[config.mk]
export PLATFORM = sky130hd
export DESIGN_NAME = flash_read_responder
export DESIGN_NICKNAME = d
export VERILOG_FILES = /design/src/rtl/flash_read_responder.sv
export SDC_FILE = /design/constraint.sdc
export NUM_CORES = 1
export LEC_CHECK = 0
export CORE_UTILIZATION = 25
export DETAILED_ROUTE_END_ITERATION = 10
export SKIP_CTS_REPAIR_TIMING = 1
export SLEW_MARGIN = 25
export SYNTH_ARGS = -nofsm -noshare
export SYNTH_HDL_FRONTEND = slang
export SYNTH_SLANG_ARGS = --single-unit
export TNS_END_PERCENT = 100
[constraint.sdc]
create_clock -name clk -period 1.5 [get_ports clk]
set_clock_uncertainty 0.05 [all_clocks]
set_input_delay 0.45 -clock clk [delete_from_list [all_inputs] [get_ports clk]]
set_output_delay 0.45 -clock clk [all_outputs]
set_load 0.02 [all_outputs]
[src/rtl/flash_read_responder.sv]
// Single-outstanding Avalon-MM read responder between the sample-fetch FSM and the flash controller.
// Optional read timeout/abort enabled by defining FLASH_READ_TIMEOUT_EN.
//
// state     | meaning
// ----------+-----------------------------------------------------------
// IDLE      | req_ready high, waiting for a request
// ISSUE     | flash_mem_read held with a stable address until waitrequest drops
// WAIT_DATA | read accepted by controller, waiting for readdatavalid
// RESPOND   | one-cycle resp_valid pulse, then back to IDLE
module flash_read_responder #(
  parameter logic [15:0] TIMEOUT_CYCLES = 16'd1024
) (
  input  logic        clk,
  input  logic        reset,
  input  logic        req,
  input  logic [22:0] req_address,
  output logic        req_ready,
  output logic [31:0] resp_data,
  output logic        resp_valid,
  output logic        resp_error,
  output logic        flash_mem_read,
  output logic [22:0] flash_mem_address,
  output logic [3:0]  flash_mem_byteenable,
  input  logic        flash_mem_waitrequest,
  input  logic [31:0] flash_mem_readdata,
  input  logic        flash_mem_readdatavalid
);

  typedef enum logic [1:0] {IDLE, ISSUE, WAIT_DATA, RESPOND} state_t;

  state_t      r_state;
  state_t      w_next;
  logic [22:0] r_addr;
  logic [31:0] r_data;
  logic        r_error;
  logic        w_accept;
  logic        w_capture;
  logic        w_busy;
  logic        w_timeout;

  assign w_accept = (r_state == IDLE) && req;
  assign w_busy   = (r_state == ISSUE) || (r_state == WAIT_DATA);

`ifdef FLASH_READ_TIMEOUT_EN
  // Down-counter loaded on accept; terminal count marks the last allowed busy cycle.
  logic [15:0] r_tmr;

  always_ff @(posedge clk) begin
    if (reset) begin
      r_tmr <= 16'd0;
    end else if (w_accept) begin
      r_tmr <= TIMEOUT_CYCLES - 16'd1;
    end else if (w_busy && (r_tmr != 16'd0)) begin
      r_tmr <= r_tmr - 16'd1;
    end
  end

  assign w_timeout = w_busy && (r_tmr == 16'd0);
`else
  logic w_unused_timeout;
  assign w_unused_timeout = ^TIMEOUT_CYCLES;
  assign w_timeout        = 1'b0;
`endif

  always_ff @(posedge clk) begin
    if (reset) begin
      r_state <= IDLE;
    end else begin
      r_state <= w_next;
    end
  end

  always_comb begin
    w_next    = r_state;
    w_capture = 1'b0;
    case (r_state)
      IDLE: begin
        if (req) w_next = ISSUE;
      end
      ISSUE: begin
        // Data may already be valid on the cycle the command is accepted.
        if (!flash_mem_waitrequest && flash_mem_readdatavalid) begin
          w_capture = 1'b1;
          w_next    = RESPOND;
        end else if (w_timeout) begin
          w_next = RESPOND;
        end else if (!flash_mem_waitrequest) begin
          w_next = WAIT_DATA;
        end
      end
      WAIT_DATA: begin
        if (flash_mem_readdatavalid) begin
          w_capture = 1'b1;
          w_next    = RESPOND;
        end else if (w_timeout) begin
          w_next = RESPOND;
        end
      end
      RESPOND: begin
        w_next = IDLE;
      end
      default: begin
        w_next = IDLE;
      end
    endcase
  end

  always_ff @(posedge clk) begin
    if (reset) begin
      r_addr <= 23'h0;
    end else if (w_accept) begin
      r_addr <= req_address;
    end
  end

  always_ff @(posedge clk) begin
    if (reset) begin
      r_data  <= 32'h0;
      r_error <= 1'b0;
    end else if (w_capture) begin
      r_data  <= flash_mem_readdata;
      r_error <= 1'b0;
    end else if (w_timeout) begin
      r_data  <= 32'h0;
      r_error <= 1'b1;
    end
  end

  assign req_ready            = (r_state == IDLE);
  assign resp_valid           = (r_state == RESPOND);
  assign resp_data            = r_data;
  assign resp_error           = r_error;
  assign flash_mem_read       = (r_state == ISSUE);
  assign flash_mem_address    = r_addr;
  assign flash_mem_byteenable = 4'hF;

endmodule

# Yosys cells after proc, flatten, opt, wreduce, memory -nomap -nowiden

Cells that the tools add are included.

Reduce and logical (&&, ||, !) cells: 5
Multiplexer cells: 8
Equality and inequality tests: 6

Operator list:

| cell                 | count |
|---|---|
| $mux W2              | 4 |
| $pmux W2 S4          | 1 |
| $eq A2 B2 Y1 const B | 2 |
| $ne A2 B2 Y1 const B | 2 |
| $ne A3 B2 Y1 const B | 1 |
| $reduce_and A3 Y1    | 1 |
| $eq A2 B1 Y1 const B | 1 |
| $logic_and A1 B1 Y1  | 2 |
| $logic_not A2 Y1     | 1 |
| $mux W1              | 2 |
| $pmux W1 S2          | 1 |
| $logic_not A1 Y1     | 1 |

Output and inout bits: 63
Flip-flop bits (word level): 57

# Logic depth before layout (Yosys ltp)

Word-level depth: 4
Mapped depth: 7
Depth with buffers taken out: 5

# Least setup slack after synthesis

Ideal clock, no wire load.

Kind: reg2reg
Start point: register r_state[1]
End point: register r_data[10], in the netlist resp_data[10]
Library setup time: 0.119 ns
Stages on the path, launching flop included: 8
Setup slack: -0.102 ns
Period minus slack after synthesis: 1.602 ns
Data arrival time: 1.433 ns
Cell sequence: dfxtp_1 inv_1 ha_1 nor2b_1 o211a_1 buf_6 buf_8 mux2i_1

Word-level cells in the longest chain between the ends: 2
Elaborated cells between the ends (all ways): 3

RTL lines:

| item                     | line | RTL |
|---|---|---|
| start: declaration       | 31   | `state_t r_state;` |
| start signal: assignment | 69   | `r_state <= w_next;` |
| $eq A2 B1 Y1             | -    |  |
| via flash_mem_read       | 21   | `output logic flash_mem_read,` |
| $pmux W1 S2              | 76   | `case (r_state)` |
| end signal: assignment   | 121  | `r_data <= flash_mem_readdata;` |
| end: declaration         | 34   | `logic [31:0] r_data;` |

The timed path passes the listed nets, and every way through them passes these cells.
A chain may end at the register's enable or synchronous reset.

# Final worst setup path

Start point: register r_state[0]
End point: register r_data[11], in the netlist resp_data[11]

Word-level cells in the longest chain between the ends: 2
Elaborated cells between the ends (all ways): 3

RTL lines:

| item                                         | line |
|---|---|
| $eq A2 B2 Y1 or $eq A2 B1 Y1 (tied branches) | 76 |
| $pmux W1 S2 (*)                              | 76 |

Mark *: on every way between the ends. The rest lies on a longest branch, timed or not.

==> results_dict.tcl <==
set metrics [dict create \
    grt_setup_unrepaired "true" \
    startpoint_type "flop" \
    wl_um 6540 \
    crit_slowest_cell "dfxtp_4" \
    violations "negative setup slack" \
    yosys.cell_count.top_type "nand2b_1" \
    path_clk_slew_ps 60 \
    dp_hpwl_um 4320 \
    grt_pass1_vias 1997 \
    pin_count 123 \
    avgRoutedWirePerCell_um 12.4 \
    antenna_left 0 \
    cts_inserted_buffers 9 \
    cts_tree "built" \
    grt_max_degree 53 \
    die_w_um 101 \
    cp_common_cell "buf_6" \
    grt_overflow_total 0 \
    worstPathArrival_ps 1760 \
    antenna_cells 0 \
    min_period_ps 1600 \
    die_height_um 101 \
    min_path_cells 2 \
    avgSynthCellArea_um2 9.16 \
    synthFlopType "dfxtp_1" \
    postSynth.asyncResetShare 0 \
    drv_slew 0 \
    cts_sinks 57 \
    cp-end-kind "flop" \
    ys_top_cells_by_area "dfxtp_1 (46%), nand2b_1 (17%), mux2i_1 (13%)" \
    stdcell_count 528 \
    reg2reg_depth 7 \
    die_area_um2 10300 \
    swShare 0.311 \
    cts.path.max_buffers 2 \
    regToRegSetupSlack_ps -100 \
    first_pass_iters 4 \
    h-tree-depth 3 \
    synthCells 270 \
    outcome "complete, but fails checks" \
    r2r-start "r_state[0]" \
    groute.usage.overall 0.120 \
    synth_warnings 0 \
    antenna_found_initial 0 \
    syn_to_final_growth_pct 74.0 \
    routabilityCongestion 0.733 \
    maxCapViolations 0 \
    yosys.area.top_type "dfxtp_1" \
    min_from "flash_mem_address[10]" \
    drive_above_1_share 0.113 \
    hp-class "flop to flop" \
    seq_area_um2 1150 \
    nNetsFinal 459 \
    pwr-share-comb 0.367 \
    path_cells "buf_6 -> ha_4 -> buf_6 -> nor2b_4 -> o211a_4 -> clkbuf_16 -> mux2i_1" \
    setup_tns_ps -2760 \
    period_share 1.07 \
    grt_pass1_wl_um 9520 \
    p_int_uw 3570 \
    worstSetupPathType "flop to flop" \
    fmax_mhz 624 \
    ys_types 21 \
    synth_common_cells "nand2b_1 (67), dfxtp_1 (57), nand2_1 (48)" \
    hold_viol 0 \
    critPathMaxFanout 6 \
    yosys.area.top_type_share 0.462 \
    num_vias 2174 \
    seq_area_frac_synth 0.462 \
    drc 0 \
    p_switching_uw 1610 \
    drtIter0Drc 67 \
    p_per_area_nw_per_um2 1200 \
    required_ps 1660 \
    initial_utilization 0.263 \
    ir_drop_mv 0.428 \
    vias_per_cell 4.12 \
    crit_start "r_state[0]" \
    slowest_delay_ps 350 \
    postLayoutCoreUtil 0.457 \
    syn_area_um2 2470 \
    coreArea_um2 9420 \
    synth_seq_cells 57 \
    clk-insertion-delay-late_ps 320 \
    cts_root_buffer "clkbuf_8" \
    dp.cells 507 \
    rows 35 \
    power_frac_clock 0.276 \
    worst_slack_ps -102 \
    setup_viol 35 \
    numPortBuffers 117 \
    synth_edf_count 0 \
    multi_input_area_um2 1220 \
    leakagePower_uw 0.00248 \
    seqPwrFrac 0.356 \
    fillers 914 \
]
cells by family after synthesis:
family / synth area share
other cells: 0.00304
mux: 0.130
fa+ha+maj: 0.0202
buf+inv: 0.0678
flops: 0.462
simple gates: 0.250
compound gates: 0.0678
registers in the layout, indices dropped and copies added, names as in the netlist:
register	cells
flash_mem_address	23
r_state	2
resp_data	32
power groups by stage:
stage	clock (uW)	combinational [uW]	sequential, uW
final	1430	1900	1840
after detailed placement	0	1770	1870
after CTS	1500	1770	1840
after global routing	1570	2050	1870
after floorplan	0	769	2070
after global placement	0	1750	1860
final cells by class:
class                           count  area share
Clock inverter                      3     0.00931
Tap cell                          129      0.0375
Timing Repair Buffer              135       0.364
Clock buffer                       12      0.0361
Inverter                            3     0.00320
Sequential cell                    57       0.267
Multi-Input combinational cell    189       0.283
stage by stage:
| step | worst slack (ps) | area, um^2 | power (uW) | hold WS, ps |
|---|---|---|---|---|
| 6_report | -102 | 4300 | 5180 | 402 |
| 5_1_grt | -165 | 4300 | 5490 | 417 |
| 4_1_cts | -594 | 4010 | 5100 | 406 |
| 3_5_place_dp | -281 | 3810 | 3630 | 397 |
| 3_3_place_gp | -264 | 3810 | 3620 | 392 |
| 2_1_floorplan | 16.9 | 2500 | 2840 | 484 |
final timing paths:
kind | end
setup reg to reg | resp_data[11]
hold / removal | flash_mem_address[10]
hold reg to reg | flash_mem_address[10]
setup / recovery | resp_data[11]
per-layer routing:
layer  global-route usage  vias up  wire, um
li1                     -     1110         -
met1                0.134      991      2820
met2                0.204       67      3250
met3               0.0511        6       401
met4               0.0435        0        61
met5                    0        -         0
placed cells by master, fill, tap and decap left out, types with 8 or more instances in the layout:
master / instances
nand2_1: 48
mux2i_1: 32
buf_4: 8
dfxtp_1: 55
clkdlybuf4s50_1: 58
clkbuf_8: 11
a21oi_1: 25
nand2b_1: 67
dlymetal6s2s_1: 55
worst max-delay path: cells and delay by family (launching register included):
family	cells	cell delay [ps]
muxes	1	110
AOI/OAI and AO/OA	1	300
buffers and inverters	3	400
DFF	1	350
and+or+nand+nor	1	110
adders and majority gates	1	150
Note: power is estimated with default switching activity, not from simulation.
